**src/rtl/matrix_pkg.sv**
```systemverilog
// Shared definitions for the 3x3 matrix-multiply datapath: element widths,
// frame geometry and the operand-loader state encoding.
package matrix_pkg;

    localparam int MAT_DIM   = 3;
    localparam int ELEM_W    = 8;
    localparam int RES_W     = 16;
    // One frame carries all of A followed by all of B.
    localparam int NUM_ELEMS = 2 * MAT_DIM * MAT_DIM;

    typedef enum logic [1:0] {
        LOAD = 2'd0,
        FIRE = 2'd1,
        HOLD = 2'd2
    } state_e;

endpackage

```
**src/rtl/matrix_operand_loader_if.sv**
```systemverilog
// Byte-stream valid/ready link feeding the operand loader.
interface matrix_operand_loader_if;

    logic                          in_valid;
    logic [matrix_pkg::ELEM_W-1:0] in_data;
    logic                          in_ready;

    modport master (output in_valid, output in_data, input in_ready);
    modport slave  (input in_valid, input in_data, output in_ready);

endinterface

```
**src/rtl/matrix_operand_loader.sv**
```systemverilog
// Assembles an 18-byte A/B frame into parallel operand registers, pulses start
// to the multiplier and freezes the operands until the multiplier reports done.
module matrix_operand_loader
    import matrix_pkg::*;
#(
    parameter int HOLD_CYCLES = 3
) (
    input  logic                clk,
    input  logic                rst,
    input  logic                flush,
    matrix_operand_loader_if.slave s_in,
    output logic [ELEM_W-1:0]   a11,
    output logic [ELEM_W-1:0]   a12,
    output logic [ELEM_W-1:0]   a13,
    output logic [ELEM_W-1:0]   a21,
    output logic [ELEM_W-1:0]   a22,
    output logic [ELEM_W-1:0]   a23,
    output logic [ELEM_W-1:0]   a31,
    output logic [ELEM_W-1:0]   a32,
    output logic [ELEM_W-1:0]   a33,
    output logic [ELEM_W-1:0]   b11,
    output logic [ELEM_W-1:0]   b12,
    output logic [ELEM_W-1:0]   b13,
    output logic [ELEM_W-1:0]   b21,
    output logic [ELEM_W-1:0]   b22,
    output logic [ELEM_W-1:0]   b23,
    output logic [ELEM_W-1:0]   b31,
    output logic [ELEM_W-1:0]   b32,
    output logic [ELEM_W-1:0]   b33,
    output logic                start,
    input  logic                mm_done,
    output logic                busy,
    output logic [4:0]          elem_count
);

    localparam logic [4:0] LAST_IDX = 5'(NUM_ELEMS - 1);
    localparam logic [3:0] HOLD_MAX = 4'(HOLD_CYCLES);

    state_e            state_q, state_d;
    logic [4:0]        elem_count_q, elem_count_d;
    logic [3:0]        hold_cnt_q, hold_cnt_d;
    logic              start_q, start_d;
    logic              in_ready_q, in_ready_d;
    logic [ELEM_W-1:0] ops_q [NUM_ELEMS];
    logic [ELEM_W-1:0] ops_d [NUM_ELEMS];
    logic              xfer;

    assign xfer = s_in.in_valid && in_ready_q && (state_q == LOAD);

    always_comb begin
        state_d      = state_q;
        elem_count_d = elem_count_q;
        hold_cnt_d   = hold_cnt_q;
        start_d      = 1'b0;
        ops_d        = ops_q;
        if (flush) begin
            // Abort wins over any transfer or done in the same cycle.
            state_d      = LOAD;
            elem_count_d = 5'd0;
            hold_cnt_d   = 4'd0;
        end else begin
            case (state_q)
                LOAD: begin
                    if (xfer) begin
                        case (elem_count_q)
                            5'd0:    ops_d[0]  = s_in.in_data;
                            5'd1:    ops_d[1]  = s_in.in_data;
                            5'd2:    ops_d[2]  = s_in.in_data;
                            5'd3:    ops_d[3]  = s_in.in_data;
                            5'd4:    ops_d[4]  = s_in.in_data;
                            5'd5:    ops_d[5]  = s_in.in_data;
                            5'd6:    ops_d[6]  = s_in.in_data;
                            5'd7:    ops_d[7]  = s_in.in_data;
                            5'd8:    ops_d[8]  = s_in.in_data;
                            5'd9:    ops_d[9]  = s_in.in_data;
                            5'd10:   ops_d[10] = s_in.in_data;
                            5'd11:   ops_d[11] = s_in.in_data;
                            5'd12:   ops_d[12] = s_in.in_data;
                            5'd13:   ops_d[13] = s_in.in_data;
                            5'd14:   ops_d[14] = s_in.in_data;
                            5'd15:   ops_d[15] = s_in.in_data;
                            5'd16:   ops_d[16] = s_in.in_data;
                            5'd17:   ops_d[17] = s_in.in_data;
                            default: ;
                        endcase
                        elem_count_d = elem_count_q + 5'd1;
                        if (elem_count_q == LAST_IDX) begin
                            state_d = FIRE;
                            start_d = 1'b1;
                        end
                    end
                end
                FIRE: begin
                    state_d    = HOLD;
                    hold_cnt_d = 4'd0;
                end
                HOLD: begin
                    // The minimum hold must elapse first, so a sticky done cannot release early.
                    if (hold_cnt_q == HOLD_MAX && mm_done) begin
                        state_d      = LOAD;
                        elem_count_d = 5'd0;
                        hold_cnt_d   = 4'd0;
                    end else if (hold_cnt_q != HOLD_MAX) begin
                        hold_cnt_d = hold_cnt_q + 4'd1;
                    end
                end
                default: state_d = LOAD;
            endcase
        end
        // Registered so in_ready never depends combinationally on in_valid.
        in_ready_d = (state_d == LOAD);
    end

    always_ff @(posedge clk or posedge rst) begin
        if (rst) begin
            state_q      <= LOAD;
            elem_count_q <= 5'd0;
            hold_cnt_q   <= 4'd0;
            start_q      <= 1'b0;
            in_ready_q   <= 1'b0;
            for (int i = 0; i < NUM_ELEMS; i++) ops_q[i] <= '0;
        end else begin
            state_q      <= state_d;
            elem_count_q <= elem_count_d;
            hold_cnt_q   <= hold_cnt_d;
            start_q      <= start_d;
            in_ready_q   <= in_ready_d;
            ops_q        <= ops_d;
        end
    end

    assign s_in.in_ready = in_ready_q;
    assign start         = start_q;
    assign busy          = (state_q == FIRE) || (state_q == HOLD);
    assign elem_count    = elem_count_q;

    assign a11 = ops_q[0];
    assign a12 = ops_q[1];
    assign a13 = ops_q[2];
    assign a21 = ops_q[3];
    assign a22 = ops_q[4];
    assign a23 = ops_q[5];
    assign a31 = ops_q[6];
    assign a32 = ops_q[7];
    assign a33 = ops_q[8];
    assign b11 = ops_q[9];
    assign b12 = ops_q[10];
    assign b13 = ops_q[11];
    assign b21 = ops_q[12];
    assign b22 = ops_q[13];
    assign b23 = ops_q[14];
    assign b31 = ops_q[15];
    assign b32 = ops_q[16];
    assign b33 = ops_q[17];

endmodule

```
**src/flat_wrapper.sv**
```systemverilog
// flat-port wrapper written by rule: the top's interface ports become plain ports
module matrix_operand_loader_flat import matrix_pkg::*;
#(
    parameter int HOLD_CYCLES = 3
)
  (clk, rst, flush, a11, a12, a13, a21, a22, a23, a31, a32, a33, b11, b12, b13, b21, b22, b23, b31, b32, b33, start, mm_done, busy, elem_count, s_in_in_valid, s_in_in_data, s_in_in_ready);
  matrix_operand_loader_if s_in_i ();
  input  logic clk;
  input  logic rst;
  input  logic flush;
  output logic [ELEM_W-1:0] a11;
  output logic [ELEM_W-1:0] a12;
  output logic [ELEM_W-1:0] a13;
  output logic [ELEM_W-1:0] a21;
  output logic [ELEM_W-1:0] a22;
  output logic [ELEM_W-1:0] a23;
  output logic [ELEM_W-1:0] a31;
  output logic [ELEM_W-1:0] a32;
  output logic [ELEM_W-1:0] a33;
  output logic [ELEM_W-1:0] b11;
  output logic [ELEM_W-1:0] b12;
  output logic [ELEM_W-1:0] b13;
  output logic [ELEM_W-1:0] b21;
  output logic [ELEM_W-1:0] b22;
  output logic [ELEM_W-1:0] b23;
  output logic [ELEM_W-1:0] b31;
  output logic [ELEM_W-1:0] b32;
  output logic [ELEM_W-1:0] b33;
  output logic start;
  input  logic mm_done;
  output logic busy;
  output logic [4:0] elem_count;
  input wire logic [$bits(s_in_i.in_valid)-1:0] s_in_in_valid;
  input wire logic [$bits(s_in_i.in_data)-1:0] s_in_in_data;
  output wire logic [$bits(s_in_i.in_ready)-1:0] s_in_in_ready;
  assign s_in_i.in_valid = s_in_in_valid;
  assign s_in_i.in_data = s_in_in_data;
  assign s_in_in_ready = s_in_i.in_ready;
  matrix_operand_loader #(.HOLD_CYCLES(HOLD_CYCLES)) u_core (.clk(clk), .rst(rst), .flush(flush), .s_in(s_in_i), .a11(a11), .a12(a12), .a13(a13), .a21(a21), .a22(a22), .a23(a23), .a31(a31), .a32(a32), .a33(a33), .b11(b11), .b12(b12), .b13(b13), .b21(b21), .b22(b22), .b23(b23), .b31(b31), .b32(b32), .b33(b33), .start(start), .mm_done(mm_done), .busy(busy), .elem_count(elem_count));
endmodule
```
**config.mk**
```make
export PLATFORM = sky130hd
export DESIGN_NAME = matrix_operand_loader_flat
export DESIGN_NICKNAME = d
export VERILOG_FILES = /design/src/rtl/matrix_pkg.sv /design/src/rtl/matrix_operand_loader_if.sv /design/src/rtl/matrix_operand_loader.sv /design/src/flat_wrapper.sv
export SDC_FILE = /design/constraint.sdc
export NUM_CORES = 1
export LEC_CHECK = 0
export ABC_AREA = 1
export ABC_CLOCK_PERIOD_IN_PS = 5200
export CORE_ASPECT_RATIO = 1.75
export CORE_MARGIN = 5
export CORE_UTILIZATION = 43
export DETAILED_ROUTE_END_ITERATION = 10
export GPL_TIMING_DRIVEN = 0
export PLACE_DENSITY_LB_ADDON = 0.12
export SYNTH_ARGS = -nofsm -noshare
export SYNTH_HDL_FRONTEND = slang
export SYNTH_SLANG_ARGS = --single-unit
```
**constraint.sdc**
```tcl
create_clock -name clk -period 5.2 [get_ports clk]
set_input_delay 0.78 -clock clk [delete_from_list [all_inputs] [get_ports clk]]
set_output_delay 0.78 -clock clk [all_outputs]
set_load 0.05 [all_outputs]
```
; Word-level counts from Yosys, hierarchy flattened
; Cells that the tools add are included.
[op_classes]
add_sub_neg = 2
eq_ne = 24
muxes = 17
bitwise_logic = 1
reduce_logical = 29
[op_table]
columns = cell, count
row1 = $reduce_and A4 Y1, 18
row2 = $eq A5 B4 Y1 const B, 8
row3 = $eq A5 B3 Y1 const B, 4
row4 = $mux W5, 3
row5 = $mux W4, 3
row6 = $eq A5 B2 Y1 const B, 2
row7 = $eq A5 B5 Y1 const B, 2
row8 = $pmux W5 S2, 1
row9 = $mux W2, 4
row10 = $ne A4 B2 Y1 const B, 2
row11 = $pmux W4 S2, 1
row12 = $ne A3 B2 Y1 const B, 2
row13 = $pmux W2 S3, 1
row14 = $reduce_bool A3 Y1, 2
row15 = $add A5 B1 Y5 const B, 1
row16 = $eq A5 B1 Y1 const B, 1
row17 = $logic_not A5 Y1, 1
row18 = $add A4 B1 Y4 const B, 1
row19 = $eq A4 B2 Y1 const B, 1
row20 = $logic_not A2 Y1, 2
row21 = $mux W1, 4
row22 = $logic_and A1 B1 Y1, 3
row23 = $reduce_and A3 Y1, 1
row24 = $eq A2 B1 Y1 const B, 1
row25 = 4 further kinds, 4
[word_totals]
ff_bits = 157
input_bits = 13
wordCells = 96

; Longest topological paths before layout
; Gate-level depths: netlist (run 1).
[logic_depth]
depth_word = 6
ltp_mapped = 9

; Least setup slack after synthesis (run 1)
; OpenSTA, ideal clock, no wires.
[synth_timing]
path_kind = register to register
from = register u_core.elem_count_q[1] (netlist: u_core.elem_count[1])
to = register u_core.ops_q (netlist bit u_core.b31[0])
setup_ps = 134
t_arrival_ps = 1726
path_slack_ps = 3340
path_stages_with_launch = 9
n_path_buf = 1
period_less_slack_ps = 1860
cell_sequence = dfrtp_1 > ha_1 > inv_1 > nor2_1 > ha_1 > nand3_1 > clkbuf_1 > nand2_1 > o21ai_0
[synth_via]
elab_chain_cells = 2
[synth_rtl]
columns = item, line_no
row1 = "start, declared", matrix_operand_loader.sv:40  ; logic [4:0] elem_count_q, elem_count_d;
row2 = "start signal, assigned", matrix_operand_loader.sv:124  ; elem_count_q <= elem_count_d;
row3 = $eq A5 B4 Y1, matrix_operand_loader.sv:65  ; case (elem_count_q)
row4 = $reduce_and A4 Y1 (no source line), --
row5 = "end signal, assigned", matrix_operand_loader.sv:128  ; ops_q <= ops_d;
row6 = "end, declared", matrix_operand_loader.sv:44  ; logic [ELEM_W-1:0] ops_q [NUM_ELEMS];
; No other way between the ends.
; A chain may end at the register's enable or synchronous reset.

; Final worst setup path (run 1)
[layout_timing]
from = register u_core.state_q[1]
to = output busy
[layout_via]
elab_chain_cells = 2
word_cells_on_any_way = 3
[layout_rtl]
columns = item, line_no
row1 = "start, declared", matrix_operand_loader.sv:39  ; state_e state_q, state_d;
row2 = "start signal, assigned", matrix_operand_loader.sv:123  ; state_q <= state_d;
row3 = $eq A2 B1 Y1 / $eq A2 B2 Y1 (equally long branches), matrix_operand_loader.sv:134  ; assign busy = (state_q == FIRE) || (state_q == HOLD);
row4 = $logic_or A1 B1 Y1 (*), matrix_operand_loader.sv:134
row5 = "end, declared", flat_wrapper.sv:31  ; output logic busy;
; Every way passes the cells marked *; elsewhere a longest branch is shown, timed or not.

==> results.cfg, run 1 <==
[status]
outcome = completed

[worst_setup_path]
critPathSlowestCell = clkdlybuf4s50_1
cp-end-kind = output port
cp_cell_sequence = inv_1 > ha_1 > clkdlybuf4s50_1
required_ns = 4.42
critPathKind = reg2out
critPathMaxStageDelay_ns = 0.80
cp-start-kind = register
worst_ep_arrival_time_ns = 2.03
path_max_fanout = 5

[hold_path]
hp-class = reg2reg

[floorplan]
die_width_um = 100
die-area_um2 = 16700
io_pins = 165
initial_core_util_pct = 43.8
fp-row-count = 57
core_area_um2 = 13900
chipHeight_um = 167

[logic_synthesis]
ys_ff_latch = 157
synth.largest_area_cell = dfrtp_1
ys_warn_count = 0
synth_flop_cell = dfrtp_1
synth_top_cell_area_share_pct = 64.5
syn_inst = 604
netlist_top_cells_count = nand2_1, dfrtp_1, o21ai_0
synth-seq-area-share_pct = 64.5
synth_fp_nets = 627
synthTopCellsByArea = dfrtp_1, nand2_1, o21ai_0
syn_avg_cell_area_um2 = 10.1
synthArstFlopShare_pct = 100
syn_area_um2 = 6090
synth_edf_count = 0
ys_types = 29
synth.most_common_cell = nand2_1

[sta]
clock_skew_ns = 0.00806
slew_headroom_pct = 52.7
min_period_ns = 2.81
fin_crit_sh_pct = 54.1
hold_violations = 0
setup_viol = 0
finalSetupTns_ns = 0
tightestPinTransition_ns = 0.710
maxSlewViolCount = 0
fmax_mhz = 356
grt_setup_unrepaired = false

[clock_tree]
cts_resized = 0
cts_inserted_buffers = 17
cts.path.max_buffers = 2
cts-root-buf = clkbuf_16
htree_levels = 4
hold_buffers = 0
clk_pin_slew_ns = 0.07
cts_tree = done
cts_setup_buffers = 0
insertion_delay_ns = 0.42
cts_sinks = 157

[global_route]
overflow = 0
track_usage_pct = 21.7
antenna_found_initial = 0
grt_first_pass_wirelength_um = 27800
first_global_vias = 4951
grt_max_degree = 94

[layout]
final_cell_area_um2 = 8560
fin_nets = 811
final_util_pct = 61.6
fillCellCount = 1209
seqCellArea_um2 = 3930
stdcell_count = 978
antennaDiodeCount = 0
syn2layout_area_growth_pct = 40.5
drive_above_1_share_pct = 8.61
multiInputGateArea_um2 = 1890

[drt]
firstDrtPassIters = 5
vias_per_cell = 5.02
drtAntennaViolNets = 0
drt-initial-drc-count = 249
wl_um = 17500
drc = 0
vias = 4912
wl_per_cell_um = 17.9

[power_and_ir_drop]
p_per_area_nw_per_um2 = 463
leakage_nw = 3.82
p_clk_share_pct = 30.1
irDropWorstVdd_uv = 348
swShare_pct = 38.6
power.share.sequential_pct = 37.7
intPower_mw = 2.43
p_sw_mw = 1.53
finalPower_mw = 3.97
power_frac_comb_pct = 32.2

[placement]
gp_congestion = 0.790
place_area_um2 = 7990
portBuffers = 164
hpwl_um = 12700
dpl.cell_count = 946

[job]
cap_violations = 0
critical path: cells and delay by family (launching register included):
family,cells,cell delay (ns)
adders and majority gates,1,0.29
DFF,1,0.42
buffers and inverters,2,0.90
worst paths after layout:
path / from / slack, ns / cells past startpoint / end
max in group asynchronous: rst / 3.56 / 3 / u_core.a32[5]
min: u_core.b21[4] / 0.49 / 2 / u_core.b21[4]
max reg2reg: u_core.state_q[1] / 2.94 / 8 / u_core.b22[7]
min in group asynchronous: rst / 0.80 / 2 / u_core.s_in.in_ready
min reg2reg: u_core.b21[4] / 0.49 / 2 / u_core.b21[4]
max: u_core.state_q[1] / 2.39 / 3 / busy
sequential cells by signal (all words and copies together) (netlist names), 2 cells and up:
name	count
u_core.b31	8
u_core.a11	8
u_core.a33	8
u_core.b13	8
u_core.b32	8
u_core.b21	8
u_core.hold_cnt_q	4
u_core.a21	8
u_core.elem_count	5
u_core.a23	8
u_core.a22	8
u_core.b12	8
u_core.b22	8
u_core.a31	8
u_core.a12	8
u_core.b23	8
u_core.a32	8
u_core.b11	8
u_core.a13	8
u_core.b33	8
u_core.state_q	2
layout make-up:
type | instances | share of cell area, %
timing repair buffer | 165 | 19.5
inverter | 33 | 1.52
sequential | 157 | 45.9
clock inverter | 13 | 1.42
multi-input combinational | 387 | 22.0
buffer | 27 | 1.80
clock buffer | 19 | 5.29
tap | 177 | 2.59
cell usage in the layout (no fill, tap or decap), types with 3 or more instances in the layout:
| master | netlist | routed |
|---|---|---|
| clkdlybuf4s50_1 | 0 | 164 |
| inv_6 | 0 | 7 |
| clkbuf_1 | 10 | 10 |
| nor2_1 | 13 | 13 |
| buf_6 | 5 | 5 |
| nand3_1 | 14 | 14 |
| clkbuf_16 | 0 | 17 |
| inv_1 | 32 | 31 |
| nand2_1 | 168 | 168 |
| buf_2 | 12 | 12 |
| inv_8 | 0 | 3 |
| clkinv_4 | 0 | 4 |
| o21ai_1 | 34 | 34 |
| ha_1 | 10 | 10 |
| nand2_2 | 8 | 8 |
| o21ai_0 | 119 | 119 |
| dfrtp_1 | 157 | 157 |
power groups by stage:
stage	combinational [mW]	sequential [mW]	clock, mW
3_5_place_dp	1.29	1.52	0
4_1_cts	1.29	1.50	1.22
6_report	1.28	1.50	1.19
3_3_place_gp	1.27	1.51	0
5_1_grt	1.35	1.52	1.28
2_1_floorplan	0.241	2.08	0
metrics by stage:
stage	worst slack (ns)	hold WS, ns
global placement	-1.60	0.467
finish	2.39	0.486
CTS	2.35	0.488
global route	2.29	0.508
floorplan	0.185	0.548
detailed placement	2.28	0.472
kinds of logic after synthesis:
family,count (synthesis),synth area share (%)
fa+ha+maj,10,2.05
buf+inv,60,4.58
compound gates,158,13.1
flops,157,64.5
simple gates,218,15.6
xor+xnor,1,0.144
layer usage:
layer  track usage [%]  up-vias  share of wire (%)
li1                  -     2360                  -
met3              5.95       27                6.3
met5                 0        -                  0
met2              37.5      157                 53
met4              7.98        0                2.6
met1              25.5     2368                 38
(Power assumes the default switching activity.)
==> run 2: changes to the inputs <==
--- a/config.mk
+++ b/config.mk
@@ -6,7 +6,7 @@
 export NUM_CORES = 1
 export LEC_CHECK = 0
 export ABC_AREA = 1
-export ABC_CLOCK_PERIOD_IN_PS = 5200
+export ABC_CLOCK_PERIOD_IN_PS = 2300
 export CORE_ASPECT_RATIO = 1.75
 export CORE_MARGIN = 5
 export CORE_UTILIZATION = 43
==> constraint.sdc (replaced) <==
create_clock -name clk -period 2.3 [get_ports clk]
set_input_delay 0.345 -clock clk [delete_from_list [all_inputs] [get_ports clk]]
set_output_delay 0.345 -clock clk [all_outputs]
set_load 0.05 [all_outputs]
==> results.cfg, run 2 (synthesized netlist as in run 1, its figures left out) <==
[floorplan]
initial_core_util_pct = 43.8
die_width_um = 100
fp-row-count = 57
chipHeight_um = 167
io_pins = 165
die-area_um2 = 16700
core_area_um2 = 13900

[placement]
place_area_um2 = 8020
portBuffers = 164
gp_congestion = 0.822
hpwl_um = 13000

[global_route]
first_global_vias = 5159
antenna_found_initial = 0
grt_util_met2_pct = 38.9
grt_util_met3_pct = 5.91
grt_first_pass_wirelength_um = 28000
overflow = 0
grtUsageMet1_pct = 24.5
grt_max_degree = 44
track_usage_pct = 21.6
busiest_layer = met2

[status]
outcome = completed

[job]
cap_violations = 0

[sta]
maxSlewViolCount = 0
grt_setup_unrepaired = false
slew_headroom_pct = 47.5
hold_violations = 0
fmax_mhz = 474
tightestPinTransition_ns = 0.785
timing.hold.ws_ns = 0.421
min_period_ns = 2.11
clock_skew_ns = 0.0124
setup_viol = 0
fin_crit_sh_pct = 91.7

[clock_tree]
clk_pin_slew_ns = 0.06
insertion_delay_ns = 0.41
cts_inserted_buffers = 17
cts.path.max_buffers = 2
cts_tree = done
cts_sinks = 157
cts-root-buf = clkbuf_16
htree_levels = 4

[layout]
syn2layout_area_growth_pct = 41.8
final_cell_area_um2 = 8640
fin_nets = 814
final_common_cell = nand2_1
drive_above_1_share_pct = 8.73
fillCellCount = 1181
antennaDiodeCount = 0
final_cell_mix = nand2_1, clkdlybuf4s50_1, dfrtp_1
final_util_pct = 62.1

[worst_setup_path]
critPathSlowestCell = dfrtp_1
required_ns = 2.56
crit_family = simple AND/OR/NAND/NOR gates
critPathMaxStageDelay_ns = 0.42
path_buf_inv = 2
cp-end-kind = register
cp-start-kind = register
path_max_fanout = 10
reg2reg_from = u_core.state_q[0]
worst_ep_arrival_time_ns = 2.37
crit_start = u_core.state_q[0]
critPathKind = reg2reg
cp_cell_sequence = inv_1 > ha_1 > nand3_4 > nor3b_4 > nand2_2 > buf_6 > nand2_1 > o21ai_0

[power_and_ir_drop]
p_clk_share_pct = 30.9
swShare_pct = 37.2
power.share.sequential_pct = 37.3
leakage_nw = 3.86
intPower_mw = 5.73
p_sw_mw = 3.39
power_frac_comb_pct = 31.8
p_per_area_nw_per_um2 = 1050
irDropWorstVdd_uv = 927

[drt]
vias = 4976
drt-initial-drc-count = 204
vias_per_cell = 5.08
drc = 0
drtAntennaViolNets = 0
wl_um = 17800
firstDrtPassIters = 4
wl_per_cell_um = 18.2

[hold_path]
hp-class = in2async
[run 2: cell types whose count changed in the layout (fill, tap and decap cells not counted), moves of 2 or more]
cell / previous run / this run
bufinv_16: 0 / 3
nor3_2: 2 / 0
buf_12: 0 / 4
inv_6: 7 / 3
clkinvlp_4: 0 / 2
clkinv_2: 1 / 4
clkbuf_8: 2 / 0
inv_8: 3 / 0
nor3_4: 0 / 2
[run 2: power groups by stage]
stage	Combinational, mW	Sequential [mW]	Clock [mW]
finish	2.90	3.40	2.82
global route	3.06	3.44	2.97
CTS	2.91	3.39	2.87
detailed placement	2.90	3.43	0
global placement	2.86	3.42	0
floorplan	0.545	4.71	0
[run 2: layout make-up]
type	instances	area, µm²	share of cell area, %
Inverter	33	129	1.49
Clock buffer	17	425	4.92
Timing Repair Buffer	168	1720	19.9
Tap cell	177	221	2.56
Multi-Input combinational cell	387	1900	22.0
Clock inverter	13	165	1.91
Sequential cell	157	3930	45.5
Buffer	27	154	1.78
[run 2: timing repair]
item | 4_1_cts | 5_1_grt
hold buffers | 0 | 0
setup endpoints to repair | 2 | 20
pin swaps | 0 | 1
buffers inserted | 0 | 1
gates cloned | 0 | 0
resized for setup | 2 | 1
[run 2: per-stage QoR]
step	total power, mW	setup TNS, ns	setup WS, ns	cells
2_1_floorplan	5.25	-5.01	-0.0319	604
3_3_place_gp	6.28	-193.08	-1.23	945
3_5_place_dp	6.34	-2.90	-0.159	948
4_1_cts	9.18	0	0.0901	978
5_1_grt	9.46	0	0.00812	979
6_report	9.12	0	0.192	979
[run 2: worst paths after layout]
| check | to | slack (ns) | depth (start not counted) |
|---|---|---|---|
| min in group clk | u_core.b11[2] | 0.48 | 2 |
| min reg2reg | u_core.b11[2] | 0.48 | 2 |
| max | u_core.b21[7] | 0.19 | 8 |
| min | u_core.a31[7] | 0.42 | 2 |
| max in group asynchronous | u_core.elem_count[2] | 0.65 | 5 |
| max reg2reg | u_core.b21[7] | 0.19 | 8 |
[run 2: per-layer routing]
metal,share of wire [%],vias to the layer above
met3,5.8,17
li1,-,2359
met4,1.9,0
met5,0,-
met1,38,2458
met2,54,142
==> run 3: changes to the inputs <==
==> constraint.sdc (replaced) <==
create_clock -name clk -period 2.3 [get_ports clk]
set_input_delay 0.345 -clock clk [delete_from_list [all_inputs] [get_ports clk]]
set_output_delay 0.345 -clock clk [all_outputs]
set_load 0.02 [all_outputs]
==> results.cfg, run 3 (synthesized netlist as in run 1, its figures left out) <==
[floorplan]
fp-row-count = 57
die-area_um2 = 16700
core_area_um2 = 13900
initial_core_util_pct = 43.8
chipHeight_um = 167
io_pins = 165
die_width_um = 100

[placement]
portBuffers = 164
gp_congestion = 0.822
place_area_um2 = 8020
post-place-ws_ns = -0.159
hpwl_um = 13000

[global_route]
grt_max_degree = 44
antenna_found_initial = 0
grt_first_pass_wirelength_um = 28000
track_usage_pct = 21.6
overflow = 0
first_global_vias = 5159

[layout]
antennaDiodeCount = 0
syn2layout_area_growth_pct = 41.8
final_cell_area_um2 = 8640
drive_above_1_share_pct = 8.73
final_common_cell = nand2_1
fin_nets = 814
final_cell_mix = nand2_1, clkdlybuf4s50_1, dfrtp_1

[clock_tree]
cts-root-buf = clkbuf_16
clk_pin_slew_ns = 0.06
cts_tree = done
cts_inserted_buffers = 17
cts_sinks = 157
hold_buffers = 0
cts.path.max_buffers = 2
insertion_delay_ns = 0.41
htree_levels = 4

[power_and_ir_drop]
p_clk_share_pct = 34.2
power_frac_comb_pct = 24.6
p_per_area_nw_per_um2 = 954
intPower_mw = 5.74
irDropWorstVdd_uv = 709
p_sw_mw = 2.51
power.share.sequential_pct = 41.2
leakage_nw = 3.86
swShare_pct = 30.4

[worst_setup_path]
critPathKind = reg2out
required_ns = 1.96
reg2reg_depth = 8
cp-start-kind = register
path_buf_inv = 2
worst_ep_arrival_time_ns = 1.79
path_max_fanout = 4
cp_cell_sequence = inv_1 > ha_1 > clkdlybuf4s50_1
r2r-end = u_core.b21[7]
r2r_slack_ns = 0.19
reg2reg_from = u_core.state_q[0]
crit_family = buffers and inverters
cp-end-kind = output port
critPathMaxStageDelay_ns = 0.60
critPathSlowestCell = clkdlybuf4s50_1

[sta]
maxSlewViolCount = 0
grt_setup_unrepaired = false
fin_crit_sh_pct = 92.9
min_period_ns = 2.14
tightestPinTransition_ns = 0.785
hold_violations = 0
slew_headroom_pct = 47.5
setup_slack_ns = 0.163
fmax_mhz = 468
clock_skew_ns = 0.0124
setup_viol = 0

[drt]
firstDrtPassIters = 4
vias_per_cell = 5.08
wl_um = 17800
vias = 4977
drc = 0
drtAntennaViolNets = 0
drt-initial-drc-count = 204
wl_per_cell_um = 18.2

[status]
outcome = completed

[job]
cap_violations = 0

[hold_path]
hp-class = in2async
==> run 3: cell count changes in the layout (fill, tap and decap cells not counted) <==
cell	change
dlygate4sd2_1	-1
clkdlybuf4s50_1	+1
==> run 3: final cells by class <==
class                           count  area, µm²
Timing Repair Buffer              168       1720
Sequential cell                   157       3930
Clock buffer                       17        425
Buffer                             27        154
Clock inverter                     13        165
Fill cell                        1180       5260
Inverter                           33        129
Tap cell                          177        221
Multi-Input combinational cell    387       1900
==> run 3: timing repair <==
item | CTS | global route
setup buffers | 0 | 1
hold endpoints to repair | 0 | 0
pin swaps | 0 | 1
endpoints found under the setup margin | 1 | 20
gates resized for setup | 1 | 1
cloned | 0 | 0
==> run 3: per-layer routing <==
metal,vias to the layer above,global-route usage [%],part of all wire [%]
met3,17,5.91,5.8
li1,2359,-,-
met1,2459,24.5,38
met5,-,0,0
met2,142,38.9,54
met4,0,6.92,1.9
==> run 3: worst max path at each step <==
stage	cells after the start	endpoint	start
finish	3	busy	u_core.state_q[0]
floorplan	1	u_core.a11[0]	rst
global placement	2	u_core.hold_cnt_q[2]	rst
CTS	8	u_core.a32[0]	u_core.state_q[0]
detailed placement	8	u_core.b22[7]	flush
global route	7	u_core.b22[3]	u_core.state_q[0]
==> run 3: per-stage QoR <==
stage	utilization, %	cells	hold WS [ns]	setup TNS [ns]	total power [mW]
floorplan	-	604	0.514	-5.01	4.39
global placement	57.2	945	0.467	-193.08	5.41
detailed placement	57.7	948	0.473	-2.90	5.46
CTS	62.0	978	0.429	0	8.31
global route	62.2	979	0.467	0	8.59
finish	62.2	979	0.421	0	8.25
==> run 3: power by group through the flow <==
stage	Sequential (mW)	Clock [mW]	Combinational, mW
2_1_floorplan	3.86	0	0.535
3_3_place_gp	3.42	0	1.99
3_5_place_dp	3.43	0	2.03
4_1_cts	3.39	2.87	2.05
5_1_grt	3.44	2.97	2.19
6_report	3.40	2.82	2.03
